[config.mk]
export PLATFORM = sky130hd
export DESIGN_NAME = snow64_bfloat16_vector_fpu_sequencer_flat
export DESIGN_NICKNAME = d
export VERILOG_FILES = /design/src/rtl/snow64_bfloat16_vector_fpu_sequencer_if.sv /design/src/rtl/snow64_bfloat16_vector_fpu_sequencer.sv /design/src/flat_wrapper.sv
export SDC_FILE = /design/constraint.sdc
export NUM_CORES = 2
export LEC_CHECK = 0
export BUFFER_PORTS_ARGS = -buffer_cell sky130_fd_sc_hd__buf_4
export CAP_MARGIN = 5
export CORE_MARGIN = 3
export CORE_UTILIZATION = 30
export DETAILED_ROUTE_END_ITERATION = 10
export GPL_TIMING_DRIVEN = 0
export PLACE_DENSITY_LB_ADDON = 0.08
export SETUP_SLACK_MARGIN = 0.4
export SYNTH_ARGS = -nofsm -noshare
export SYNTH_HDL_FRONTEND = slang
export SYNTH_SLANG_ARGS = --single-unit
[constraint.sdc]
create_clock -name clk -period 3.1 [get_ports clk]
set_clock_uncertainty 0.05 [all_clocks]
set_input_delay 0.155 -clock clk [delete_from_list [all_inputs] [get_ports clk]]
set_output_delay 0.155 -clock clk [all_outputs]
set_load 0.05 [all_outputs]
[src/rtl/snow64_bfloat16_vector_fpu_sequencer_if.sv]
// Signal bundle between the vector execute stage, the lane sequencer and the
// scalar BFloat16 FPU. The sequencer takes the slave view; its environment
// (execute stage plus FPU) takes the master view.
interface snow64_bfloat16_vector_fpu_sequencer_if #(
    parameter int NUM_LANES  = 16,
    parameter int ELEM_WIDTH = 16,
    parameter int OPER_WIDTH = 3
);
    // vector-side command
    logic                            in_start;
    logic [OPER_WIDTH-1:0]           in_oper;
    logic [NUM_LANES-1:0]            in_lane_mask;
    logic [NUM_LANES*ELEM_WIDTH-1:0] in_a;
    logic [NUM_LANES*ELEM_WIDTH-1:0] in_b;
    // vector-side result
    logic                            out_can_accept_cmd;
    logic                            out_data_valid;
    logic [NUM_LANES*ELEM_WIDTH-1:0] out_data;
    // scalar FPU handshake
    logic                            fpu_start;
    logic [OPER_WIDTH-1:0]           fpu_oper;
    logic [ELEM_WIDTH-1:0]           fpu_a;
    logic [ELEM_WIDTH-1:0]           fpu_b;
    logic                            fpu_can_accept_cmd;
    logic                            fpu_data_valid;
    logic [ELEM_WIDTH-1:0]           fpu_data;

    modport master (
        output in_start, in_oper, in_lane_mask, in_a, in_b,
               fpu_can_accept_cmd, fpu_data_valid, fpu_data,
        input  out_can_accept_cmd, out_data_valid, out_data,
               fpu_start, fpu_oper, fpu_a, fpu_b
    );

    modport slave (
        input  in_start, in_oper, in_lane_mask, in_a, in_b,
               fpu_can_accept_cmd, fpu_data_valid, fpu_data,
        output out_can_accept_cmd, out_data_valid, out_data,
               fpu_start, fpu_oper, fpu_a, fpu_b
    );
endinterface

[src/rtl/snow64_bfloat16_vector_fpu_sequencer.sv]
// Splits one 16-lane BFloat16 vector op into scalar FPU commands, one lane at
// a time, and gathers the scalar results back into a vector result.

// One result lane: cleared when a command is accepted, written once when the
// sequencer finishes this lane. Exposes the next-state value so the top can
// snapshot the completed vector in the same cycle the last lane lands.
module snow64_bfloat16_vector_fpu_seq_lane #(
    parameter int ELEM_WIDTH = 16
) (
    input  logic                  clk,
    input  logic                  rst_n,
    input  logic                  clr_i,
    input  logic                  wr_i,
    input  logic [ELEM_WIDTH-1:0] wdata_i,
    output logic [ELEM_WIDTH-1:0] res_d_o
);
    logic [ELEM_WIDTH-1:0] res_q, res_d;

    // clear on accept takes priority over a lane write
    always_comb begin
        res_d = res_q;
        if (clr_i)
            res_d = '0;
        else if (wr_i)
            res_d = wdata_i;
    end

    // lane result register
    always_ff @(posedge clk or negedge rst_n) begin
        if (!rst_n)
            res_q <= '0;
        else
            res_q <= res_d;
    end

    assign res_d_o = res_d;
endmodule

module snow64_bfloat16_vector_fpu_sequencer #(
    parameter int NUM_LANES  = 16,
    parameter int ELEM_WIDTH = 16,
    parameter int OPER_WIDTH = 3
) (
    input  logic clk,
    input  logic rst_n,
    snow64_bfloat16_vector_fpu_sequencer_if.slave bus
);
    localparam int IDX_W = (NUM_LANES > 1) ? $clog2(NUM_LANES) : 1;
    localparam logic [IDX_W-1:0] LAST_IDX = IDX_W'(NUM_LANES - 1);

    // FPU oper encodings; anything else is never answered by the FPU
    localparam logic [OPER_WIDTH-1:0] OP_ADD       = OPER_WIDTH'(0);
    localparam logic [OPER_WIDTH-1:0] OP_SUB       = OPER_WIDTH'(1);
    localparam logic [OPER_WIDTH-1:0] OP_SLT       = OPER_WIDTH'(2);
    localparam logic [OPER_WIDTH-1:0] OP_MUL       = OPER_WIDTH'(3);
    localparam logic [OPER_WIDTH-1:0] OP_DIV       = OPER_WIDTH'(4);
    localparam logic [OPER_WIDTH-1:0] OP_ADD_AGAIN = OPER_WIDTH'(5);

    typedef enum logic [1:0] {IDLE, ISSUE, WAIT, DONE} state_t;

    typedef struct packed {
        logic [OPER_WIDTH-1:0]                oper;
        logic [NUM_LANES-1:0]                 mask;
        logic [NUM_LANES-1:0][ELEM_WIDTH-1:0] a;
        logic [NUM_LANES-1:0][ELEM_WIDTH-1:0] b;
    } cmd_t;

    function automatic logic oper_known(input logic [OPER_WIDTH-1:0] op);
        return (op == OP_ADD) || (op == OP_SUB) || (op == OP_SLT) ||
               (op == OP_MUL) || (op == OP_DIV) || (op == OP_ADD_AGAIN);
    endfunction

    state_t                               state_q, state_d;
    logic [IDX_W-1:0]                     idx_q, idx_d;
    cmd_t                                 cmd_q, cmd_d;
    logic [NUM_LANES-1:0][ELEM_WIDTH-1:0] out_data_q, out_data_d;
    logic [NUM_LANES-1:0][ELEM_WIDTH-1:0] res_d;

    logic                  res_clr;
    logic                  res_wr;
    logic [ELEM_WIDTH-1:0] res_wdata;
    logic                  fpu_start;
    logic                  can_accept;
    logic                  last_lane;

    assign last_lane = (idx_q == LAST_IDX);

    // FSM next state, lane-write strobes and handshake outputs
    always_comb begin
        state_d    = state_q;
        idx_d      = idx_q;
        cmd_d      = cmd_q;
        res_clr    = 1'b0;
        res_wr     = 1'b0;
        res_wdata  = '0;
        fpu_start  = 1'b0;
        can_accept = 1'b0;
        case (state_q)
            IDLE: begin
                can_accept = 1'b1;
                if (bus.in_start) begin
                    cmd_d.oper = bus.in_oper;
                    cmd_d.mask = bus.in_lane_mask;
                    cmd_d.a    = bus.in_a;
                    cmd_d.b    = bus.in_b;
                    res_clr    = 1'b1;
                    idx_d      = '0;
                    // unknown opers finish immediately with a zero vector
                    state_d    = oper_known(bus.in_oper) ? ISSUE : DONE;
                end
            end
            ISSUE: begin
                if (!cmd_q.mask[idx_q]) begin
                    // disabled lane: zero it and move on, one cycle per lane
                    res_wr = 1'b1;
                    if (last_lane)
                        state_d = DONE;
                    else
                        idx_d = idx_q + IDX_W'(1);
                end else if (bus.fpu_can_accept_cmd) begin
                    fpu_start = 1'b1;
                    state_d   = WAIT;
                end
            end
            WAIT: begin
                if (bus.fpu_data_valid) begin
                    res_wr    = 1'b1;
                    res_wdata = bus.fpu_data;
                    if (last_lane) begin
                        state_d = DONE;
                    end else begin
                        idx_d   = idx_q + IDX_W'(1);
                        state_d = ISSUE;
                    end
                end
            end
            DONE: begin
                state_d = IDLE;
            end
            default: begin
                state_d = IDLE;
            end
        endcase
    end

    // snapshot the finished vector on entry to DONE so it holds until the
    // next command completes, independent of the working result lanes
    assign out_data_d = (state_d == DONE) ? res_d : out_data_q;

    // control and captured-command registers
    always_ff @(posedge clk or negedge rst_n) begin
        if (!rst_n) begin
            state_q    <= IDLE;
            idx_q      <= '0;
            cmd_q      <= '0;
            out_data_q <= '0;
        end else begin
            state_q    <= state_d;
            idx_q      <= idx_d;
            cmd_q      <= cmd_d;
            out_data_q <= out_data_d;
        end
    end

    genvar gi;
    generate
        for (gi = 0; gi < NUM_LANES; gi++) begin : g_lane
            snow64_bfloat16_vector_fpu_seq_lane #(
                .ELEM_WIDTH(ELEM_WIDTH)
            ) u_lane (
                .clk     (clk),
                .rst_n   (rst_n),
                .clr_i   (res_clr),
                .wr_i    (res_wr && (idx_q == IDX_W'(gi))),
                .wdata_i (res_wdata),
                .res_d_o (res_d[gi])
            );
        end
    endgenerate

    assign bus.out_can_accept_cmd = can_accept;
    assign bus.out_data_valid     = (state_q == DONE);
    assign bus.out_data           = out_data_q;
    assign bus.fpu_start          = fpu_start;
    assign bus.fpu_oper           = cmd_q.oper;
    assign bus.fpu_a              = cmd_q.a[idx_q];
    assign bus.fpu_b              = cmd_q.b[idx_q];
endmodule

[src/flat_wrapper.sv]
// flat-port wrapper written by rule: the top's interface ports become plain ports
module snow64_bfloat16_vector_fpu_sequencer_flat 
#(
    parameter int NUM_LANES  = 16,
    parameter int ELEM_WIDTH = 16,
    parameter int OPER_WIDTH = 3
)
  (clk, rst_n, bus_in_start, bus_in_oper, bus_in_lane_mask, bus_in_a, bus_in_b, bus_fpu_can_accept_cmd, bus_fpu_data_valid, bus_fpu_data, bus_out_can_accept_cmd, bus_out_data_valid, bus_out_data, bus_fpu_start, bus_fpu_oper, bus_fpu_a, bus_fpu_b);
  snow64_bfloat16_vector_fpu_sequencer_if #(.NUM_LANES(NUM_LANES), .ELEM_WIDTH(ELEM_WIDTH), .OPER_WIDTH(OPER_WIDTH)) bus_i ();
  input  logic clk;
  input  logic rst_n;
  input wire logic [$bits(bus_i.in_start)-1:0] bus_in_start;
  input wire logic [$bits(bus_i.in_oper)-1:0] bus_in_oper;
  input wire logic [$bits(bus_i.in_lane_mask)-1:0] bus_in_lane_mask;
  input wire logic [$bits(bus_i.in_a)-1:0] bus_in_a;
  input wire logic [$bits(bus_i.in_b)-1:0] bus_in_b;
  input wire logic [$bits(bus_i.fpu_can_accept_cmd)-1:0] bus_fpu_can_accept_cmd;
  input wire logic [$bits(bus_i.fpu_data_valid)-1:0] bus_fpu_data_valid;
  input wire logic [$bits(bus_i.fpu_data)-1:0] bus_fpu_data;
  output wire logic [$bits(bus_i.out_can_accept_cmd)-1:0] bus_out_can_accept_cmd;
  output wire logic [$bits(bus_i.out_data_valid)-1:0] bus_out_data_valid;
  output wire logic [$bits(bus_i.out_data)-1:0] bus_out_data;
  output wire logic [$bits(bus_i.fpu_start)-1:0] bus_fpu_start;
  output wire logic [$bits(bus_i.fpu_oper)-1:0] bus_fpu_oper;
  output wire logic [$bits(bus_i.fpu_a)-1:0] bus_fpu_a;
  output wire logic [$bits(bus_i.fpu_b)-1:0] bus_fpu_b;
  assign bus_i.in_start = bus_in_start;
  assign bus_i.in_oper = bus_in_oper;
  assign bus_i.in_lane_mask = bus_in_lane_mask;
  assign bus_i.in_a = bus_in_a;
  assign bus_i.in_b = bus_in_b;
  assign bus_i.fpu_can_accept_cmd = bus_fpu_can_accept_cmd;
  assign bus_i.fpu_data_valid = bus_fpu_data_valid;
  assign bus_i.fpu_data = bus_fpu_data;
  assign bus_out_can_accept_cmd = bus_i.out_can_accept_cmd;
  assign bus_out_data_valid = bus_i.out_data_valid;
  assign bus_out_data = bus_i.out_data;
  assign bus_fpu_start = bus_i.fpu_start;
  assign bus_fpu_oper = bus_i.fpu_oper;
  assign bus_fpu_a = bus_i.fpu_a;
  assign bus_fpu_b = bus_i.fpu_b;
  snow64_bfloat16_vector_fpu_sequencer #(.NUM_LANES(NUM_LANES), .ELEM_WIDTH(ELEM_WIDTH), .OPER_WIDTH(OPER_WIDTH)) u_core (.clk(clk), .rst_n(rst_n), .bus(bus_i));
endmodule
* Word-level counts from Yosys, hierarchy flattened
Index checks and enable logic that the tools add are counted.
Cells by class: $add $sub $neg 1, equality and inequality tests 27, multiplexer cells 62, reductions and logical operators 27, magnitude comparators 1
Operators with widths (count):
- $mux W16 | 36
- $bmux W16 S4 | 2
- $eq A4 B4 Y1 const B | 8
- $eq A4 B3 Y1 const B | 4
- $logic_and A1 B1 Y1 | 16
- $mux W4 | 4
- $mux W2 | 7
- $pmux W4 S3 | 1
- $mux W1 | 9
- $eq A4 B2 Y1 const B | 2
- $pmux W2 S4 | 1
- $eq A2 B2 Y1 const B | 3
- $eq A3 B2 Y1 const B | 2
- $eq A3 B3 Y1 const B | 2
- $ne A2 B2 Y1 const B | 3
- $logic_or A1 B1 Y1 | 5
- $lt A4 B5 Y1 const B | 1
- $add A4 B1 Y4 const B | 1
- $bmux W1 S4 | 1
- $eq A4 B1 Y1 const B | 1
- $logic_not A4 Y1 | 1
- $reduce_and A4 Y1 | 1
- $eq A3 B1 Y1 const B | 1
- $logic_not A3 Y1 | 1
- other kinds (5) | 5
Word-level totals: bits of input ports 552, word-level logic and storage cells 186, output and inout bits 294, register bits after elaboration 1049

* Depth between registers and ports, before layout
word-level depth 10, mapped depth 13, mapped depth without buffers 8

* Modules after synthesis
Synthesis repeated with hierarchy kept, for this count alone.
Second synthesis, totals: cells, all modules 3932, area total of the unflattened synthesis 45496.1 um2
Modules (own cells, without submodules):
- snow64_bfloat16_vector_fpu_sequencer | cells an instance 3100, area an instance 34926.0 um2, instances 1, seq. area each 19844.0 um2
- snow64_bfloat16_vector_fpu_seq_lane | cells an instance 52, area an instance 660.6 um2, instances 16, seq. area each 400.4 um2

* Worst setup path before layout
No wires, ideal clock.
kind register -> register, start reg u_core.state_q[1], end reg u_core.out_data_q (netlist bit u_core.bus.out_data[100]), cell stages (with the launch flop) 12, setup time 0.128 ns, slack 0.011 ns, arrival 2.911 ns, clock period less this slack 3.089 ns, path through dfrtp_1 -> inv_1 -> ha_1 -> clkbuf_1 -> nor2b_1 -> nor2_1 -> a2111oi_0 -> nor2_1 -> o311ai_4 -> buf_4 -> buf_6 -> mux2_1
Between the ends: cells in the longest elaborated chain, start to end 5
RTL lines:
- start: declaration | line snow64_bfloat16_vector_fpu_sequencer.sv:73 | state_t state_q, state_d;
- start signal: assignment | line snow64_bfloat16_vector_fpu_sequencer.sv:158 | state_q <= state_d;
- $eq A2 B2 Y1 or $eq A2 B1 Y1 (tied branches) | line snow64_bfloat16_vector_fpu_sequencer.sv:98 | case (state_q)
- $pmux W1 S2 | line snow64_bfloat16_vector_fpu_sequencer.sv:98
- $logic_and A1 B1 Y1 | line snow64_bfloat16_vector_fpu_sequencer.sv:174 | .wr_i (res_wr && (idx_q == IDX_W'(gi))),
- $mux W16 | line snow64_bfloat16_vector_fpu_sequencer.sv:24 | else if (wr_i)
- $mux W16 | line snow64_bfloat16_vector_fpu_sequencer.sv:22 | if (clr_i)
- end signal: assignment | line snow64_bfloat16_vector_fpu_sequencer.sv:161 | out_data_q <= out_data_d;
- end: declaration | line snow64_bfloat16_vector_fpu_sequencer.sv:76 | logic [NUM_LANES-1:0][ELEM_WIDTH-1:0] out_data_q, out_data_d;
Parallel ways exist; a longest one is shown, timed or not. A chain may end at the register's enable or synchronous reset.

* Final worst setup path
start reg u_core.idx_q[0], end out bus_fpu_b[2]
Between the ends: cells in the longest elaborated chain, start to end 2
RTL lines:
- start: declaration | line snow64_bfloat16_vector_fpu_sequencer.sv:74 | logic [IDX_W-1:0] idx_q, idx_d;
- start signal: assignment | line snow64_bfloat16_vector_fpu_sequencer.sv:159 | idx_q <= idx_d;
- $bmux W16 S4 | line snow64_bfloat16_vector_fpu_sequencer.sv:187 | assign bus.fpu_b = cmd_q.b[idx_q];
- $mux W16 (not written as such) | line snow64_bfloat16_vector_fpu_sequencer.sv:187
- end: declaration | line flat_wrapper.sv:26 | output wire logic [$bits(bus_i.fpu_b)-1:0] bus_fpu_b;
No other way between the ends. The select of a mux whose other input is x is not followed.

==> flow_summary.ini <==
[drt]
dr.pass1.iters = 5
wl_per_cell_um = 26.0
drc = 0
vias = 40373
via_per_inst = 4.93
drtAntennaViolNets = 0
dr.first_iter.drc_count = 2789
wl_mm = 213

[floorplanning]
initial_utilization_pct = 30.3
fp-row-count = 142
die_h_um = 396
core_mm2 = 0.150
io-pin-count = 846
die_width_um = 396
dieArea_mm2 = 0.157

[sta]
timing.fmax_mhz = 296
period_needed_ps = 3370
rsz0062_at_grt = true
setup_viol = 200
hold_violations = 0
final-max-slew-violation-count = 0
period_share_pct = 109
hold_slack_ps = 94.9
tightest_slew_ps = 1430
fin_ws_ps = -274
max-slew-margin-rel_pct = 5.00

[critical_path]
critPathLaunchType = flop
crit_buf_inv = 6
cp_top_family = multiplexers
crit_arrival_ps = 3170
cp_cell_sequence = buf_12, buf_16, buf_12, buf_16, buf_6, mux4_2, mux4_2, buf_8
crit-reg2reg-launch = u_core.idx_q[1]
endpoint_kind = primary output
required_ps = 2890
crit_path_start = u_core.idx_q[0]
slowest_delay_ps = 520
cpMaxStageDelayCell = mux4_2
crit_fanout = 8
crit_type = flop to primary output

[clocking]
path_clk_slew_ps = 60
cts_buffers = 120
htree_num_levels = 3
tritoncts = done
clk-insertion-delay-late_ps = 750
cts_root_buffer = clkbuf_16
clock_path_buffers = 3
cts_num_sinks = 1049

[yosys]
synth.net_count = 4943
synth_top_area_cell = dfrtp_1
synth_edf_count = 0
avgSynthCellArea_um2 = 10.4
ys_top_cells_by_area = dfrtp_1, nand2_1, mux4_2
async_flop_share_pct = 100
synthFlopType = dfrtp_1
ys_ff_latch = 1049
ys_seq_area_share_pct = 57.6
yosysTopAreaCellShare_pct = 57.6
synthCells = 4383
ys_warn_count = 0
synth_cell_types = 50
synthesis.area_mm2 = 0.0456

[place]
hpwl_mm = 155
gp_congestion = 0.868
portBuffers = 845
dp_cells = 7258

[finish]
fill_cells = 14445
register_area_mm2 = 0.0263
final_cells = 8190
multi_input_area_mm2 = 0.0196
nets = 6595
final_cell_mix = nand2_1, dfrtp_1, buf_4, dlygate4sd3_1, mux2_4
final_common_cell = nand2_1
drive_above_1_share_pct = 31.9
syn_to_final_growth_pct = 52.1

[global_routing]
met1_usage_pct = 33.9
grtUsageMet2_pct = 44.0
met3_usage_pct = 4.62
grtUsageTotal_pct = 26.1
antenna_found_initial = 69
grt_pass1_wl_mm = 297
grt_pass1_vias = 41569
grt_max_degree = 160
gr-total-overflow = 0
gr-max-usage-layer = met2

[pwr]
powerDensity_mw_per_mm2 = 1110
max-vdd-ir-drop_v = 0.000622
leakagePower_nw = 33.7

[run]
drv_cap = 0

[min_path]
min_from = bus_in_b[168]
min_path_type = input port to flop

[run_status]
status = finished, violations left
violations = negative setup slack
-- cell usage after synthesis, drive strengths merged, types with 3 or more instances --
master and number:
or2 4, a2111oi 3, nand3 90, nor2b 6, nand3b 58, nand4 37
nand2 1833, o22ai 64, nor3 6, mux2 258, a21oi 156, and2 4
dfrtp 1049, clkbuf 257, ha 8, nor2 83, a22oi 87, inv 6
buf 71, mux2i 6, o211ai 44, o21ai 68, mux4 161
-- worst paths after layout --
| kind | to | slack [ps] | cells after the start |
|---|---|---|---|
| worst max-delay path | bus_fpu_b[2] | -270 | 8 |
| worst min-delay path | u_core.cmd_q[168] | 90 | 4 |
| worst max register to register | u_core.bus.out_data[90] | -180 | 15 |
| worst min register to register | u_core.cmd_q[175] | 420 | 2 |
| max in group asynchronous | u_core.bus.out_data[217] | 640 | 5 |
| min in group asynchronous | u_core.g_lane[5].u_lane.res_q[4] | 540 | 3 |
-- stage by stage --
stage	setup WS, ps	TNS (ps)	utilization, %	area (um^2)	total power (W)
6_report	-274	-16870	46.1	69300	0.0769
4_1_cts	-364	-13010	44.1	66200	0.0722
2_1_floorplan	417	0	-	45600	0.0419
3_5_place_dp	-1490	-871820	36.5	54800	0.0541
5_1_grt	-356	-35820	46.1	69200	0.0806
3_3_place_gp	-11920	-	36.3	54500	0.0537
-- power by group --
part / leakage, nW / switching [W] / internal [W]
logic: 19.0 / 0.0224 / 0.0169
registers: 12.7 / 0.00352 / 0.0195
clock network: 1.95 / 0.00607 / 0.00842
-- state kept, by name, summed over array words and instances, names as in the netlist --
signal,cells
u_core.cmd_q,528
u_core.bus.out_data,256
u_core.bus.fpu_oper,3
u_core.g_lane.u_lane.res_q,256
u_core.state_q,2
u_core.idx_q,4
-- metal layers --
metal | vias up | share of wire (%)
met4 | 24 | 3.5
li1 | 18135 | -
met2 | 1379 | 49
met3 | 339 | 5.3
met5 | - | 0.072
met1 | 20496 | 43
-- worst reg2reg max path, stage by stage (launching register included) --
cell and delay, ps:
dfrtp_1 400, buf_6 140, buf_12 140, buf_6 120
mux2i_2 140, a22o_2 280, or2_4 260, o22a_4 250
o311ai_4 290, buf_6 180, buf_12 110, buf_12 120
buf_16 160, buf_6 120, buf_12 110, mux2_4 290
-- kinds of logic (layout without fill, tap and decap cells) --
kind of cell	Yosys count	after routing	synth area share [%]
AND/OR/NAND/NOR	2128	2128	18.6
AO/OA/AOI/OAI	439	439	5.95
other	0	42	0
buffers and inverters	334	2083	3.14
flip-flops	1049	1049	57.6
adder cells (fa/ha/maj)	8	8	0.220
multiplexers	425	425	14.5
-- final cells by class --
cell class	count	share of cell area (%)
Sequential cell	1049	37.9
Multi-Input combinational cell	3000	28.4
Timing Repair Buffer	1530	20.6
Clock buffer	188	5.14
Tap cell	2016	3.64
Buffer	328	3.63
Clock inverter	31	0.571
Antenna cell	42	0.152
Inverter	6	0.0325
-- timing repair --
action	in CTS	in global routing
hold buffers	551	0
endpoints found under the hold margin	1008	0
setup endpoints to repair	1080	1127
cloned	16	18
setup buffers	46	40
pin swaps	7	20
gates resized for setup	339	800
Power figures use the tool's default switching activity.
